--- config.mk ---
export PLATFORM = sky130hd
export DESIGN_NAME = uart_rx_param
export DESIGN_NICKNAME = d
export VERILOG_FILES = /design/src/rtl/uart_pkg.sv /design/src/rtl/uart_sync2.sv /design/src/rtl/uart_rx_param.sv
export SDC_FILE = /design/constraint.sdc
export NUM_CORES = 1
export LEC_CHECK = 0
export ABC_AREA = 1
export CAP_MARGIN = 30
export CORE_ASPECT_RATIO = 1.25
export CORE_MARGIN = 4
export CORE_UTILIZATION = 55
export CTS_CLUSTER_DIAMETER = 40
export DETAILED_ROUTE_END_ITERATION = 7
export GPL_ROUTABILITY_DRIVEN = 1
export GPL_TIMING_DRIVEN = 0
export PLACE_DENSITY_LB_ADDON = 0.2
export SLEW_MARGIN = 5
export SYNTH_ARGS = -nofsm -noshare
export SYNTH_HDL_FRONTEND = slang
export SYNTH_SLANG_ARGS = --single-unit
--- constraint.sdc ---
create_clock -name clk -period 1.9 [get_ports clk]
set_input_delay 0.38 -clock clk [delete_from_list [all_inputs] [get_ports clk]]
set_output_delay 0.38 -clock clk [all_outputs]
set_load 0.01 [all_outputs]
--- src/rtl/uart_pkg.sv ---
// Shared UART receiver definitions: FSM states, parameter bounds and parity helper.
package uart_pkg;

  typedef enum logic [2:0] {
    IDLE,
    START,
    DATA,
    PARITY,
    STOP
  } state_e;

  localparam int DATA_BITS_MIN  = 5;
  localparam int DATA_BITS_MAX  = 9;
  localparam int OVERSAMPLE_MIN = 8;
  localparam int OVERSAMPLE_MAX = 32;

  // Callers zero-extend narrower words; the extra zeros do not change the XOR.
  function automatic logic par_calc(input logic [DATA_BITS_MAX-1:0] data,
                                    input logic                     odd);
    return (^data) ^ odd;
  endfunction

endpackage

--- src/rtl/uart_sync2.sv ---
// Two-flop synchroniser for an asynchronous single-bit input, with a selectable reset value.
module uart_sync2 #(
  parameter logic RST_VAL = 1'b1
) (
  input  logic clk,
  input  logic rst_n,
  input  logic d,
  output logic q
);

  logic meta_q;
  logic sync_q;

  // NOTE: non-blocking assignments make both flops sample together; blocking would collapse the chain into one flop.
  always_ff @(posedge clk or negedge rst_n) begin
    if (!rst_n) begin
      meta_q <= RST_VAL;
      sync_q <= RST_VAL;
    end else begin
      meta_q <= d;
      sync_q <= meta_q;
    end
  end

  assign q = sync_q;

endmodule

--- src/rtl/uart_rx_param.sv ---
// Parametrised oversampling UART receiver with parity/stop checks, a valid/ready
// holding register and one-clk error pulses.
module uart_rx_param
  import uart_pkg::*;
#(
  parameter int DATA_BITS  = 8,
  parameter int OVERSAMPLE = 16,
  parameter int PARITY_EN  = 0,
  parameter int PARITY_ODD = 0,
  parameter int STOP_BITS  = 1
) (
  input  logic                 clk,
  input  logic                 rst_n,
  input  logic                 tick,
  input  logic                 rx,
  output logic [DATA_BITS-1:0] m_data,
  output logic                 m_valid,
  input  logic                 m_ready,
  output logic                 frame_err,
  output logic                 parity_err,
  output logic                 overrun_err,
  output logic                 busy
);

  localparam int CNT_W = $clog2(OVERSAMPLE);
  localparam int IDX_W = $clog2(DATA_BITS + 1);

  localparam logic [CNT_W-1:0] CNT_MID   = CNT_W'(OVERSAMPLE / 2 - 1);
  localparam logic [CNT_W-1:0] CNT_END   = CNT_W'(OVERSAMPLE - 1);
  localparam logic [IDX_W-1:0] IDX_LAST  = IDX_W'(DATA_BITS - 1);
  localparam logic [IDX_W-1:0] STOP_LAST = IDX_W'(STOP_BITS - 1);

  if (DATA_BITS < DATA_BITS_MIN || DATA_BITS > DATA_BITS_MAX ||
      OVERSAMPLE < OVERSAMPLE_MIN || OVERSAMPLE > OVERSAMPLE_MAX ||
      (OVERSAMPLE % 2) != 0 || STOP_BITS < 1 || STOP_BITS > 2) begin : g_bad_params
    $error("uart_rx_param: illegal parameter combination");
  end

  logic rx_s;

  uart_sync2 #(.RST_VAL(1'b1)) u_sync (
    .clk   (clk),
    .rst_n (rst_n),
    .d     (rx),
    .q     (rx_s)
  );

  state_e               state_q, state_d;
  logic [CNT_W-1:0]     cnt_q, cnt_d;
  logic [IDX_W-1:0]     idx_q, idx_d;
  logic [DATA_BITS-1:0] shift_q, shift_d;
  logic                 p_bad_q, p_bad_d;
  logic                 stop_bad_q, stop_bad_d;
  logic                 armed_q, armed_d;
  logic [DATA_BITS-1:0] m_data_q, m_data_d;
  logic                 m_valid_q, m_valid_d;
  logic                 frame_err_q, frame_err_d;
  logic                 parity_err_q, parity_err_d;
  logic                 overrun_err_q, overrun_err_d;
  logic                 busy_q, busy_d;

  logic                     frame_done;
  logic                     stop_bad_now;
  logic [DATA_BITS_MAX-1:0] par_word;

  // NOTE: every signal assigned here gets a default first, so no path leaves one unassigned and no latch is inferred.
  always_comb begin
    state_d       = state_q;
    cnt_d         = cnt_q;
    idx_d         = idx_q;
    shift_d       = shift_q;
    p_bad_d       = p_bad_q;
    stop_bad_d    = stop_bad_q;
    armed_d       = armed_q;
    m_data_d      = m_data_q;
    m_valid_d     = m_valid_q;
    frame_err_d   = 1'b0;
    parity_err_d  = 1'b0;
    overrun_err_d = 1'b0;
    frame_done    = 1'b0;
    stop_bad_now  = stop_bad_q;
    par_word      = '0;
    par_word[DATA_BITS-1:0] = shift_q;

    if (m_valid_q && m_ready) begin
      m_valid_d = 1'b0;
    end

    if (tick) begin
      unique case (state_q)
        IDLE: begin
          // After a break the line must be seen high again before a new start is accepted.
          if (rx_s) begin
            armed_d = 1'b1;
          end else if (armed_q) begin
            cnt_d   = '0;
            state_d = START;
          end
        end

        START: begin
          if (cnt_q == CNT_MID) begin
            cnt_d      = '0;
            idx_d      = '0;
            p_bad_d    = 1'b0;
            stop_bad_d = 1'b0;
            state_d    = rx_s ? IDLE : DATA;
          end else begin
            cnt_d = cnt_q + CNT_W'(1);
          end
        end

        DATA: begin
          if (cnt_q == CNT_END) begin
            cnt_d   = '0;
            // LSB arrives first, so after DATA_BITS right-shifts it sits at bit 0.
            shift_d = {rx_s, shift_q[DATA_BITS-1:1]};
            if (idx_q == IDX_LAST) begin
              idx_d   = '0;
              state_d = (PARITY_EN != 0) ? PARITY : STOP;
            end else begin
              idx_d = idx_q + IDX_W'(1);
            end
          end else begin
            cnt_d = cnt_q + CNT_W'(1);
          end
        end

        PARITY: begin
          if (cnt_q == CNT_END) begin
            cnt_d   = '0;
            p_bad_d = (rx_s != par_calc(par_word, 1'(PARITY_ODD)));
            state_d = STOP;
          end else begin
            cnt_d = cnt_q + CNT_W'(1);
          end
        end

        STOP: begin
          if (cnt_q == CNT_END) begin
            cnt_d        = '0;
            stop_bad_now = stop_bad_q | ~rx_s;
            stop_bad_d   = stop_bad_now;
            if (idx_q == STOP_LAST) begin
              idx_d      = '0;
              armed_d    = rx_s;
              frame_done = 1'b1;
              state_d    = IDLE;
            end else begin
              idx_d = idx_q + IDX_W'(1);
            end
          end else begin
            cnt_d = cnt_q + CNT_W'(1);
          end
        end

        default: state_d = IDLE;
      endcase
    end

    // Framing errors mask parity; a good word only loads if the holding slot frees this clk.
    if (frame_done) begin
      if (stop_bad_now) begin
        frame_err_d = 1'b1;
      end else if (p_bad_q) begin
        parity_err_d = 1'b1;
      end else if (!m_valid_q || m_ready) begin
        m_data_d  = shift_q;
        m_valid_d = 1'b1;
      end else begin
        overrun_err_d = 1'b1;
      end
    end

    busy_d = (state_d != IDLE);
  end

  always_ff @(posedge clk or negedge rst_n) begin
    if (!rst_n) begin
      state_q       <= IDLE;
      cnt_q         <= '0;
      idx_q         <= '0;
      shift_q       <= '0;
      p_bad_q       <= 1'b0;
      stop_bad_q    <= 1'b0;
      armed_q       <= 1'b1;
      m_data_q      <= '0;
      m_valid_q     <= 1'b0;
      frame_err_q   <= 1'b0;
      parity_err_q  <= 1'b0;
      overrun_err_q <= 1'b0;
      busy_q        <= 1'b0;
    end else begin
      state_q       <= state_d;
      cnt_q         <= cnt_d;
      idx_q         <= idx_d;
      shift_q       <= shift_d;
      p_bad_q       <= p_bad_d;
      stop_bad_q    <= stop_bad_d;
      armed_q       <= armed_d;
      m_data_q      <= m_data_d;
      m_valid_q     <= m_valid_d;
      frame_err_q   <= frame_err_d;
      parity_err_q  <= parity_err_d;
      overrun_err_q <= overrun_err_d;
      busy_q        <= busy_d;
    end
  end

  assign m_data      = m_data_q;
  assign m_valid     = m_valid_q;
  assign frame_err   = frame_err_q;
  assign parity_err  = parity_err_q;
  assign overrun_err = overrun_err_q;
  assign busy        = busy_q;

endmodule

==> report_table.html, run 1 <==
<table>
<tr><th>Metric</th><th>Value</th></tr>
<tr><th colspan="2">Routing</th></tr>
<tr><td>Remaining antenna violation count</td><td>0</td></tr>
<tr><td>Average wire per standard cell</td><td>11.5 µm</td></tr>
<tr><td>Residual DRC</td><td>0</td></tr>
<tr><td>Via count</td><td>1,715</td></tr>
<tr><td>Wire length reported by the detailed router</td><td>3.91 mm</td></tr>
<tr><td>DR pass1 iterations</td><td>4</td></tr>
<tr><td>Initial drt markers</td><td>118</td></tr>
<tr><td>Via-per-instance ratio</td><td>5.06</td></tr>
<tr><th colspan="2">Synth</th></tr>
<tr><td>Synthesized area per cell</td><td>7.61 µm²</td></tr>
<tr><td>Number of synthesized flops with an enable pin</td><td>0</td></tr>
<tr><td>Area share of xor/xnor cells in the synthesized design</td><td>0.840%</td></tr>
<tr><td>Number of distinct library cell variants in the gate-level netlist after synthesis</td><td>30</td></tr>
<tr><td>Number of register bits inferred by synthesis</td><td>37</td></tr>
<tr><td>Largest family of logic cells by synthesized area</td><td>simple AND/OR/NAND/NOR gates</td></tr>
<tr><td>Prevailing post-synth register cell</td><td>dfrtp_1</td></tr>
<tr><td>Gate count after technology mapping</td><td>274</td></tr>
<tr><td>Synth top area share</td><td>40.8%</td></tr>
<tr><td>Post-Synthesis Net Count</td><td>282</td></tr>
<tr><td>Async S/R FF share, synth</td><td>100%</td></tr>
<tr><td>Mux contribution to synthesized area</td><td>0%</td></tr>
<tr><td>Top area cells in the synthesized netlist</td><td>dfrtp_1 (41%), nand2_1 (20%), inv_1 (6.3%)</td></tr>
<tr><td>Cell type with the largest total area after synthesis</td><td>dfrtp_1</td></tr>
<tr><td>Post-synthesis adder-cell area fraction</td><td>1.80%</td></tr>
<tr><td>Netlist area before placement</td><td>0.00208 mm²</td></tr>
<tr><td>Synth warnings</td><td>0</td></tr>
<tr><td>Most frequent cell after synthesis</td><td>nand2_1</td></tr>
<tr><td>Simple logic cell fraction of the synthesized area</td><td>37.3%</td></tr>
<tr><td>Post-synth top cells</td><td>nand2_1 (109), inv_1 (35), dfrtp_1 (34), o21ai_0 (18), nand3_1 (17)</td></tr>
<tr><td>Synthesized-area fraction occupied by ao, oa, aoi and oai cells</td><td>7.80%</td></tr>
<tr><td>Fraction of the yosys area taken by sequential cells</td><td>44.6%</td></tr>
<tr><th colspan="2">Clock network</th></tr>
<tr><td>Number of buffers on the longest clock path</td><td>2</td></tr>
<tr><td>Hold-fix buffer count after cts</td><td>0</td></tr>
<tr><td>H-tree level count</td><td>2</td></tr>
<tr><td>Total clock sinks</td><td>37</td></tr>
<tr><td>Clock latency at the later pin of the worst-skew pair</td><td>0.29 ns</td></tr>
<tr><td>Clk pin slew, worst setup/hold paths</td><td>0.07 ns</td></tr>
<tr><td>CTS root buf</td><td>clkbuf_8</td></tr>
<tr><td>Total CTS buffers</td><td>5</td></tr>
<tr><td>TritonCTS clock tree</td><td>built</td></tr>
<tr><th colspan="2">Power</th></tr>
<tr><td>Internal cell power</td><td>1.35 mW</td></tr>
<tr><td>Final Total Pwr</td><td>2.11 mW</td></tr>
<tr><td>Reported leakage power</td><td>1.28 nW</td></tr>
<tr><td>Total power density per cell area</td><td>883 mW/mm²</td></tr>
<tr><td>Share of total power in the clock network</td><td>25.2%</td></tr>
<tr><td>Net switching fraction of the power</td><td>36.0%</td></tr>
<tr><td>Psw</td><td>0.758 mW</td></tr>
<tr><td>Comb pwr share</td><td>27.5%</td></tr>
<tr><td>Max VDD drop</td><td>631 µV</td></tr>
<tr><td>Share of power burned in registers</td><td>47.3%</td></tr>
<tr><th colspan="2">Global routing</th></tr>
<tr><td>Maximum number of pins on one net before global-route repair</td><td>38</td></tr>
<tr><td>Global-route usage over all layers</td><td>17.8%</td></tr>
<tr><td>Via count of the first global-routing pass</td><td>1,636</td></tr>
<tr><td>Remaining global-route overflow</td><td>0</td></tr>
<tr><td>Wire length of the first global-routing pass</td><td>7.02 mm</td></tr>
<tr><td>Number of antenna violations at the first check in global routing</td><td>0</td></tr>
<tr><th colspan="2">Timing</th></tr>
<tr><td>RSZ-0062 raised after global routing</td><td>yes</td></tr>
<tr><td>Transition time at the pin with the least slew margin</td><td>0.792 ns</td></tr>
<tr><td>Number of pins exceeding their max-slew limit in the final report</td><td>0</td></tr>
<tr><td>Setup slack of the critical path after layout</td><td>0.132 ns</td></tr>
<tr><td>Worst Skew</td><td>0.00578 ns</td></tr>
<tr><td>Tmin final</td><td>1.77 ns</td></tr>
<tr><td>Number of failing hold endpoints at the final stage</td><td>0</td></tr>
<tr><td>Timing-limited maximum frequency</td><td>566 MHz</td></tr>
<tr><td>Final-layout setup total negative slack</td><td>0 ns</td></tr>
<tr><td>Final hold slack</td><td>0.170 ns</td></tr>
<tr><td>Worst-case headroom to the max-slew limit</td><td>47.2%</td></tr>
<tr><td>Crit share post-route</td><td>93.0%</td></tr>
<tr><td>Setup-failing EPs final</td><td>0</td></tr>
<tr><th colspan="2">Layout</th></tr>
<tr><td>Count of inserted antenna diode cells</td><td>0</td></tr>
<tr><td>Final-layout fill cell count</td><td>318</td></tr>
<tr><td>Final Net Count</td><td>307</td></tr>
<tr><td>Fraction of layout instances using a drive strength above 1</td><td>12.0%</td></tr>
<tr><td>Layout overhead on the synthesized area</td><td>14.5%</td></tr>
<tr><td>Final Instance Count excl. Fillers</td><td>339</td></tr>
<tr><th colspan="2">Floorplan</th></tr>
<tr><td>Ports placed on the boundary</td><td>18</td></tr>
<tr><td>Full die area</td><td>0.00485 mm²</td></tr>
<tr><td>Placeable core area</td><td>0.00357 mm²</td></tr>
<tr><td>Overall die height</td><td>76.8 µm</td></tr>
<tr><td>Site Rows</td><td>24</td></tr>
<tr><td>Starting Density</td><td>58.3%</td></tr>
<tr><td>Overall die width</td><td>63.1 µm</td></tr>
<tr><th colspan="2">Critical path</th></tr>
<tr><td>Sum of buffers and inverters on the critical path</td><td>2</td></tr>
<tr><td>Peak per-stage delay on the critical path</td><td>0.40 ns</td></tr>
<tr><td>CP Data Required Time</td><td>2.10 ns</td></tr>
<tr><td>Crit-path cells</td><td>ha_1 &gt; nand2_1 &gt; nor2_4 &gt; buf_4 &gt; nand3_2 &gt; buf_2 &gt; o21ai_0</td></tr>
<tr><td>Endpoint kind of the worst setup timing path</td><td>flip-flop</td></tr>
<tr><td>Cell with the largest stage delay on the worst path</td><td>dfrtp_1</td></tr>
<tr><td>Arrival time at the worst endpoint</td><td>1.97 ns</td></tr>
<tr><td>Setup Crit Path Kind</td><td>flip-flop to flip-flop</td></tr>
<tr><td>Worst Setup Start Kind</td><td>flip-flop</td></tr>
<tr><td>Maximum fanout along the worst path</td><td>10</td></tr>
<tr><td>Family of cells with the greatest summed delay on the critical path</td><td>simple AND/OR/NAND/NOR gates</td></tr>
<tr><th colspan="2">Min path</th></tr>
<tr><td>Worst hold path type</td><td>input pin to async pin</td></tr>
<tr><th colspan="2">Run status</th></tr>
<tr><td>Outcome</td><td>complete, no violations</td></tr>
<tr><th colspan="2">Placement</th></tr>
<tr><td>Post-placement worst setup slack</td><td>0.180 ns</td></tr>
<tr><td>Count of input and output buffers</td><td>16</td></tr>
<tr><td>Detailed-placement wirelength estimate</td><td>2.93 mm</td></tr>
<tr><td>DP Cell Count</td><td>329</td></tr>
<tr><td>Last weighted congestion value of the routability-driven placer</td><td>0.875</td></tr>
<tr><th colspan="2">Job</th></tr>
<tr><td>Max-cap viol count</td><td>0</td></tr>
</table>
## layer usage
metal / wire [µm] / global-route usage (%)
met1: 1810 / 22.2
met4: 79 / 6.84
met2: 1880 / 29.9
met3: 141 / 3.51
met5: 0 / 0
## repair_timing
| item | in CTS | in global routing |
|---|---|---|
| gates resized for setup | 0 | 1 |
| setup endpoints to repair | 0 | 4 |
| buffers inserted | 0 | 2 |
## through the flow
step	area (µm²)	util, %
floorplan	2080	-
global placement	2290	64.2
detailed placement	2290	64.0
CTS	2370	66.4
global route	2390	66.8
finish	2390	66.8
## cells in the final DEF, fill, tap and decap left out
master,Yosys,routed
ha_1,3,3
nand3_1,17,17
nor2_4,4,4
nand3b_4,1,1
nor2_1,13,13
nand3_2,2,2
clkbuf_2,1,1
nand2_1,109,109
a21oi_2,1,1
nand4_1,3,3
inv_2,5,5
nor3_4,1,1
buf_2,1,2
dfstp_2,3,3
nand4_4,1,1
inv_1,35,35
a31oi_1,1,1
clkbuf_1,0,1
clkdlybuf4s50_1,0,15
o211ai_1,2,2
o21ai_0,18,17
nand2_4,2,2
and3_1,1,1
nor4_1,1,1
o21ai_1,4,5
clkinv_2,0,2
nor3_1,1,1
nand2_2,2,2
a22oi_1,1,1
nor2_8,2,2
a21oi_1,3,3
clkbuf_8,0,5
xor2_1,2,2
dfrtp_1,34,34
buf_4,0,2
## layout make-up
cell class	count	area, µm²	area share (%)
sequential	37	930	39.0
inverter	40	150	6.29
multi-input combinational	195	995	41.7
clock inverter	2	10.0	0.420
tap	39	48.8	2.05
timing repair buffer	18	170	7.13
clock buffer	6	72.6	3.04
buffer	2	10.0	0.420
## path summary, 6_finish.rpt
path                                         start                endpoint  slack [ns]  cells after the start
max                           cnt_q[0]$_DFFE_PN0P_  shift_q[7]$_DFFE_PN0P_        0.13                      7
min                                          rst_n   m_data[6]$_DFFE_PN0P_        0.17                      1
max reg2reg                   cnt_q[0]$_DFFE_PN0P_  shift_q[7]$_DFFE_PN0P_        0.13                      7
min reg2reg                u_sync.meta_q$_DFF_PN1_      u_sync.q$_DFF_PN1_        0.36                      0
max in group asynchronous                    rst_n    cnt_q[2]$_DFFE_PN0P_        1.23                      1
min in group clk           u_sync.meta_q$_DFF_PN1_      u_sync.q$_DFF_PN1_        0.36                      0
## flip-flops by register name (all words and copies together) (netlist names)
register,count
m_data,8
shift_q,8
cnt_q,4
idx_q,4
state_q,3
armed_q,1
busy,1
frame_err,1
m_valid,1
overrun_err,1
p_bad_q,1
parity_err,1
stop_bad_q,1
u_sync.meta_q,1
u_sync.q,1
## power groups by stage
stage | sequential, mW | combinational [mW] | clock, mW
floorplan | 0.991 | 0.448 | 0
global placement | 1.00 | 0.563 | 0
detailed placement | 1.01 | 0.583 | 0
CTS | 0.995 | 0.583 | 0.547
global route | 1.01 | 0.663 | 0.584
finish | 0.997 | 0.579 | 0.531
## cell families after synthesis
group / count (synthesis)
xor+xnor: 2
compound gates: 30
simple gates: 160
flops: 37
fa+ha+maj: 3
buf+inv: 42
Note: power is estimated with default switching activity, not from simulation.
==> run 2, diff against run 1 <==
Settings changed: CELL_PAD_IN_SITES_DETAIL_PLACEMENT set to 0, CELL_PAD_IN_SITES_GLOBAL_PLACEMENT set to 2, CORE_UTILIZATION 55 to 33.
==> report_table.html, run 2 (synthesis gave the netlist of run 1 again) <==
<table>
<tr><th>Metric</th><th>Value</th></tr>
<tr><th colspan="2">Run status</th></tr>
<tr><td>Outcome</td><td>complete, no violations</td></tr>
<tr><th colspan="2">Routing</th></tr>
<tr><td>DR pass1 iterations</td><td>4</td></tr>
<tr><td>Wire length reported by the detailed router</td><td>4.48 mm</td></tr>
<tr><td>Average wire per standard cell</td><td>11.6 µm</td></tr>
<tr><td>Via count</td><td>1,751</td></tr>
<tr><td>Initial drt markers</td><td>32</td></tr>
<tr><td>Remaining antenna violation count</td><td>0</td></tr>
<tr><td>Via-per-instance ratio</td><td>4.52</td></tr>
<tr><td>Residual DRC</td><td>0</td></tr>
<tr><th colspan="2">Layout</th></tr>
<tr><td>Sequential cell area in the final layout</td><td>930 µm²</td></tr>
<tr><td>Fraction of layout instances using a drive strength above 1</td><td>13.2%</td></tr>
<tr><td>Final-layout fill cell count</td><td>688</td></tr>
<tr><td>Final Net Count</td><td>309</td></tr>
<tr><td>Most frequent cells in the layout</td><td>nand2_1 (109), inv_1 (35), dfrtp_1 (34)</td></tr>
<tr><td>Count of inserted antenna diode cells</td><td>0</td></tr>
<tr><td>Total area of multi-input combinational cells</td><td>998 µm²</td></tr>
<tr><td>Utilization of the core after routing</td><td>40.8%</td></tr>
<tr><td>Most common library cell in the layout ignoring fill and taps</td><td>nand2_1</td></tr>
<tr><td>Layout overhead on the synthesized area</td><td>20.6%</td></tr>
<tr><td>Total non-filler cell area in the finished layout</td><td>0.00251 mm²</td></tr>
<tr><th colspan="2">Power</th></tr>
<tr><td>Max VDD drop</td><td>556 µV</td></tr>
<tr><td>Final Total Pwr</td><td>2.29 mW</td></tr>
<tr><td>Net switching fraction of the power</td><td>33.9%</td></tr>
<tr><td>Internal cell power</td><td>1.52 mW</td></tr>
<tr><td>Reported leakage power</td><td>1.31 nW</td></tr>
<tr><td>Share of power burned in registers</td><td>43.1%</td></tr>
<tr><td>Comb pwr share</td><td>26.6%</td></tr>
<tr><td>Share of total power in the clock network</td><td>30.3%</td></tr>
<tr><td>Total power density per cell area</td><td>912 mW/mm²</td></tr>
<tr><td>Psw</td><td>0.779 mW</td></tr>
<tr><th colspan="2">Job</th></tr>
<tr><td>Max-cap viol count</td><td>0</td></tr>
<tr><th colspan="2">Critical path</th></tr>
<tr><td>CP Data Required Time</td><td>2.08 ns</td></tr>
<tr><td>Maximum fanout along the worst path</td><td>9</td></tr>
<tr><td>Peak per-stage delay on the critical path</td><td>0.38 ns</td></tr>
<tr><td>Cell occurring most often along the worst timing path</td><td>nand2_1</td></tr>
<tr><td>Cell with the largest stage delay on the worst path</td><td>dfrtp_1</td></tr>
<tr><td>Setup Crit Path Kind</td><td>flip-flop to flip-flop</td></tr>
<tr><td>Endpoint kind of the worst setup timing path</td><td>flip-flop</td></tr>
<tr><td>Number of cell instances on the worst register-to-register path</td><td>8</td></tr>
<tr><td>Arrival time at the worst endpoint</td><td>1.91 ns</td></tr>
<tr><td>Crit-path cells</td><td>ha_1 &gt; nand2_1 &gt; nor2_4 &gt; nand4_4 &gt; nor2_8 &gt; nand2_4 &gt; o21ai_0 &gt; nand2_1</td></tr>
<tr><td>Worst Setup Start Kind</td><td>flip-flop</td></tr>
<tr><th colspan="2">Timing</th></tr>
<tr><td>Final-layout setup total negative slack</td><td>0 ns</td></tr>
<tr><td>Worst-case headroom to the max-slew limit</td><td>72.4%</td></tr>
<tr><td>Setup-failing EPs final</td><td>0</td></tr>
<tr><td>Number of pins exceeding their max-slew limit in the final report</td><td>0</td></tr>
<tr><td>Number of failing hold endpoints at the final stage</td><td>0</td></tr>
<tr><td>RSZ-0062 raised after global routing</td><td>no</td></tr>
<tr><td>Worst Skew</td><td>0.0123 ns</td></tr>
<tr><td>Crit share post-route</td><td>91.1%</td></tr>
<tr><td>Setup slack of the critical path after layout</td><td>0.169 ns</td></tr>
<tr><td>Transition time at the pin with the least slew margin</td><td>0.414 ns</td></tr>
<tr><td>Timing-limited maximum frequency</td><td>578 MHz</td></tr>
<tr><td>Tmin final</td><td>1.73 ns</td></tr>
<tr><th colspan="2">Global routing</th></tr>
<tr><td>Met2 usage in global routing</td><td>23.1%</td></tr>
<tr><td>Via count of the first global-routing pass</td><td>1,703</td></tr>
<tr><td>Gr busiest metal</td><td>met2</td></tr>
<tr><td>Remaining global-route overflow</td><td>0</td></tr>
<tr><td>Wire length of the first global-routing pass</td><td>7.82 mm</td></tr>
<tr><td>Maximum number of pins on one net before global-route repair</td><td>23</td></tr>
<tr><td>Global-route met1 utilization</td><td>14.5%</td></tr>
<tr><td>Number of antenna violations at the first check in global routing</td><td>0</td></tr>
<tr><td>GRT met3 Usage</td><td>2.89%</td></tr>
<tr><td>Global-route usage over all layers</td><td>12.8%</td></tr>
<tr><th colspan="2">Placement</th></tr>
<tr><td>Last weighted congestion value of the routability-driven placer</td><td>0.791</td></tr>
<tr><td>Count of input and output buffers</td><td>16</td></tr>
<tr><td>Detailed-placement wirelength estimate</td><td>3.47 mm</td></tr>
<tr><td>Placed inst area</td><td>0.00237 mm²</td></tr>
<tr><td>Post-placement worst setup slack</td><td>0.110 ns</td></tr>
<tr><th colspan="2">Min path</th></tr>
<tr><td>Worst hold path type</td><td>input pin to async pin</td></tr>
<tr><th colspan="2">Floorplan</th></tr>
<tr><td>Full die area</td><td>0.00766 mm²</td></tr>
<tr><td>Overall die height</td><td>96.9 µm</td></tr>
<tr><td>Overall die width</td><td>79.1 µm</td></tr>
<tr><td>Site Rows</td><td>32</td></tr>
<tr><td>Ports placed on the boundary</td><td>18</td></tr>
<tr><td>Starting Density</td><td>33.8%</td></tr>
<tr><td>Placeable core area</td><td>0.00617 mm²</td></tr>
<tr><th colspan="2">Clock network</th></tr>
<tr><td>Number of buffers on the longest clock path</td><td>2</td></tr>
<tr><td>TritonCTS clock tree</td><td>built</td></tr>
<tr><td>Total clock sinks</td><td>37</td></tr>
<tr><td>H-tree level count</td><td>2</td></tr>
<tr><td>Clock latency at the later pin of the worst-skew pair</td><td>0.29 ns</td></tr>
<tr><td>CTS root buf</td><td>clkbuf_8</td></tr>
<tr><td>Clk pin slew, worst setup/hold paths</td><td>0.08 ns</td></tr>
<tr><td>Hold-fix buffer count after cts</td><td>0</td></tr>
<tr><td>Total CTS buffers</td><td>5</td></tr>
</table>
==> run 2: changes by cell type in the layout (fill, tap and decap cells not counted) <==
cell        previous run  this run
o21ai_1                5         4
o21ai_0               17        18
bufinv_16              0         1
a21oi_1                3         2
clkinvlp_4             0         1
buf_4                  2         3
a21oi_2                1         2
buf_16                 0         1
clkinv_2               2         0
clkinv_4               0         1
clkbuf_1               1         0
==> run 2: path summary, 6_finish.rpt <==
kind	slack [ns]	from	endpoint
max	0.17	cnt_q[0]$_DFFE_PN0P_	m_data[0]$_DFFE_PN0P_
min	0.007	rst_n	shift_q[0]$_DFFE_PN0P_
max reg2reg	0.17	cnt_q[0]$_DFFE_PN0P_	m_data[0]$_DFFE_PN0P_
min reg2reg	0.36	u_sync.meta_q$_DFF_PN1_	u_sync.q$_DFF_PN1_
max in group asynchronous	1.44	rst_n	frame_err$_DFF_PN0_
min in group clk	0.36	u_sync.meta_q$_DFF_PN1_	u_sync.q$_DFF_PN1_
==> run 2: per-layer routing <==
layer | vias to the layer above | wire (µm)
met3 | 5 | 117
met5 | - | 0
met2 | 19 | 2380
met1 | 809 | 1910
met4 | 0 | 69
li1 | 918 | -
==> run 2: what timing repair did <==
| item | in CTS | in global routing |
|---|---|---|
| resized for setup | 0 | 1 |
| setup buffers | 0 | 3 |
| endpoints found under the setup margin | 0 | 8 |
==> run 2: metrics by stage <==
stage | hold slack, ns | std cells
4_1_cts | 0.0152 | 384
3_5_place_dp | 0.345 | 376
3_3_place_gp | 0.348 | 375
2_1_floorplan | 0.0844 | 274
5_1_grt | 0.0223 | 387
6_report | 0.00670 | 387
==> run 2: area by class of cell <==
cell class | count | area share, %
plain buffers | 2 | 0.398
clock buffers | 5 | 2.74
clock inverters | 3 | 1.84
inverters | 40 | 5.97
multi-input cells | 195 | 39.7
flip-flops and latches | 37 | 37.0
well taps | 85 | 4.23
repair buffers | 20 | 8.16
==> run 2: power groups by stage <==
stage / registers, mW / logic (mW) / clock network [mW]
2_1_floorplan: 0.991 / 0.448 / 0
3_3_place_gp: 1.01 / 0.587 / 0
3_5_place_dp: 1.01 / 0.593 / 0
4_1_cts: 0.993 / 0.594 / 0.728
5_1_grt: 1.01 / 0.708 / 0.760
6_report: 0.989 / 0.611 / 0.694
==> run 2: critical path, delay by kind of cell, from the launching register on <==
family | cells | cell delay, ns
AND/OR/NAND/NOR | 6 | 0.89
AO/OA/AOI/OAI | 1 | 0.18
adder cells (fa/ha/maj) | 1 | 0.17
flip-flops | 1 | 0.38
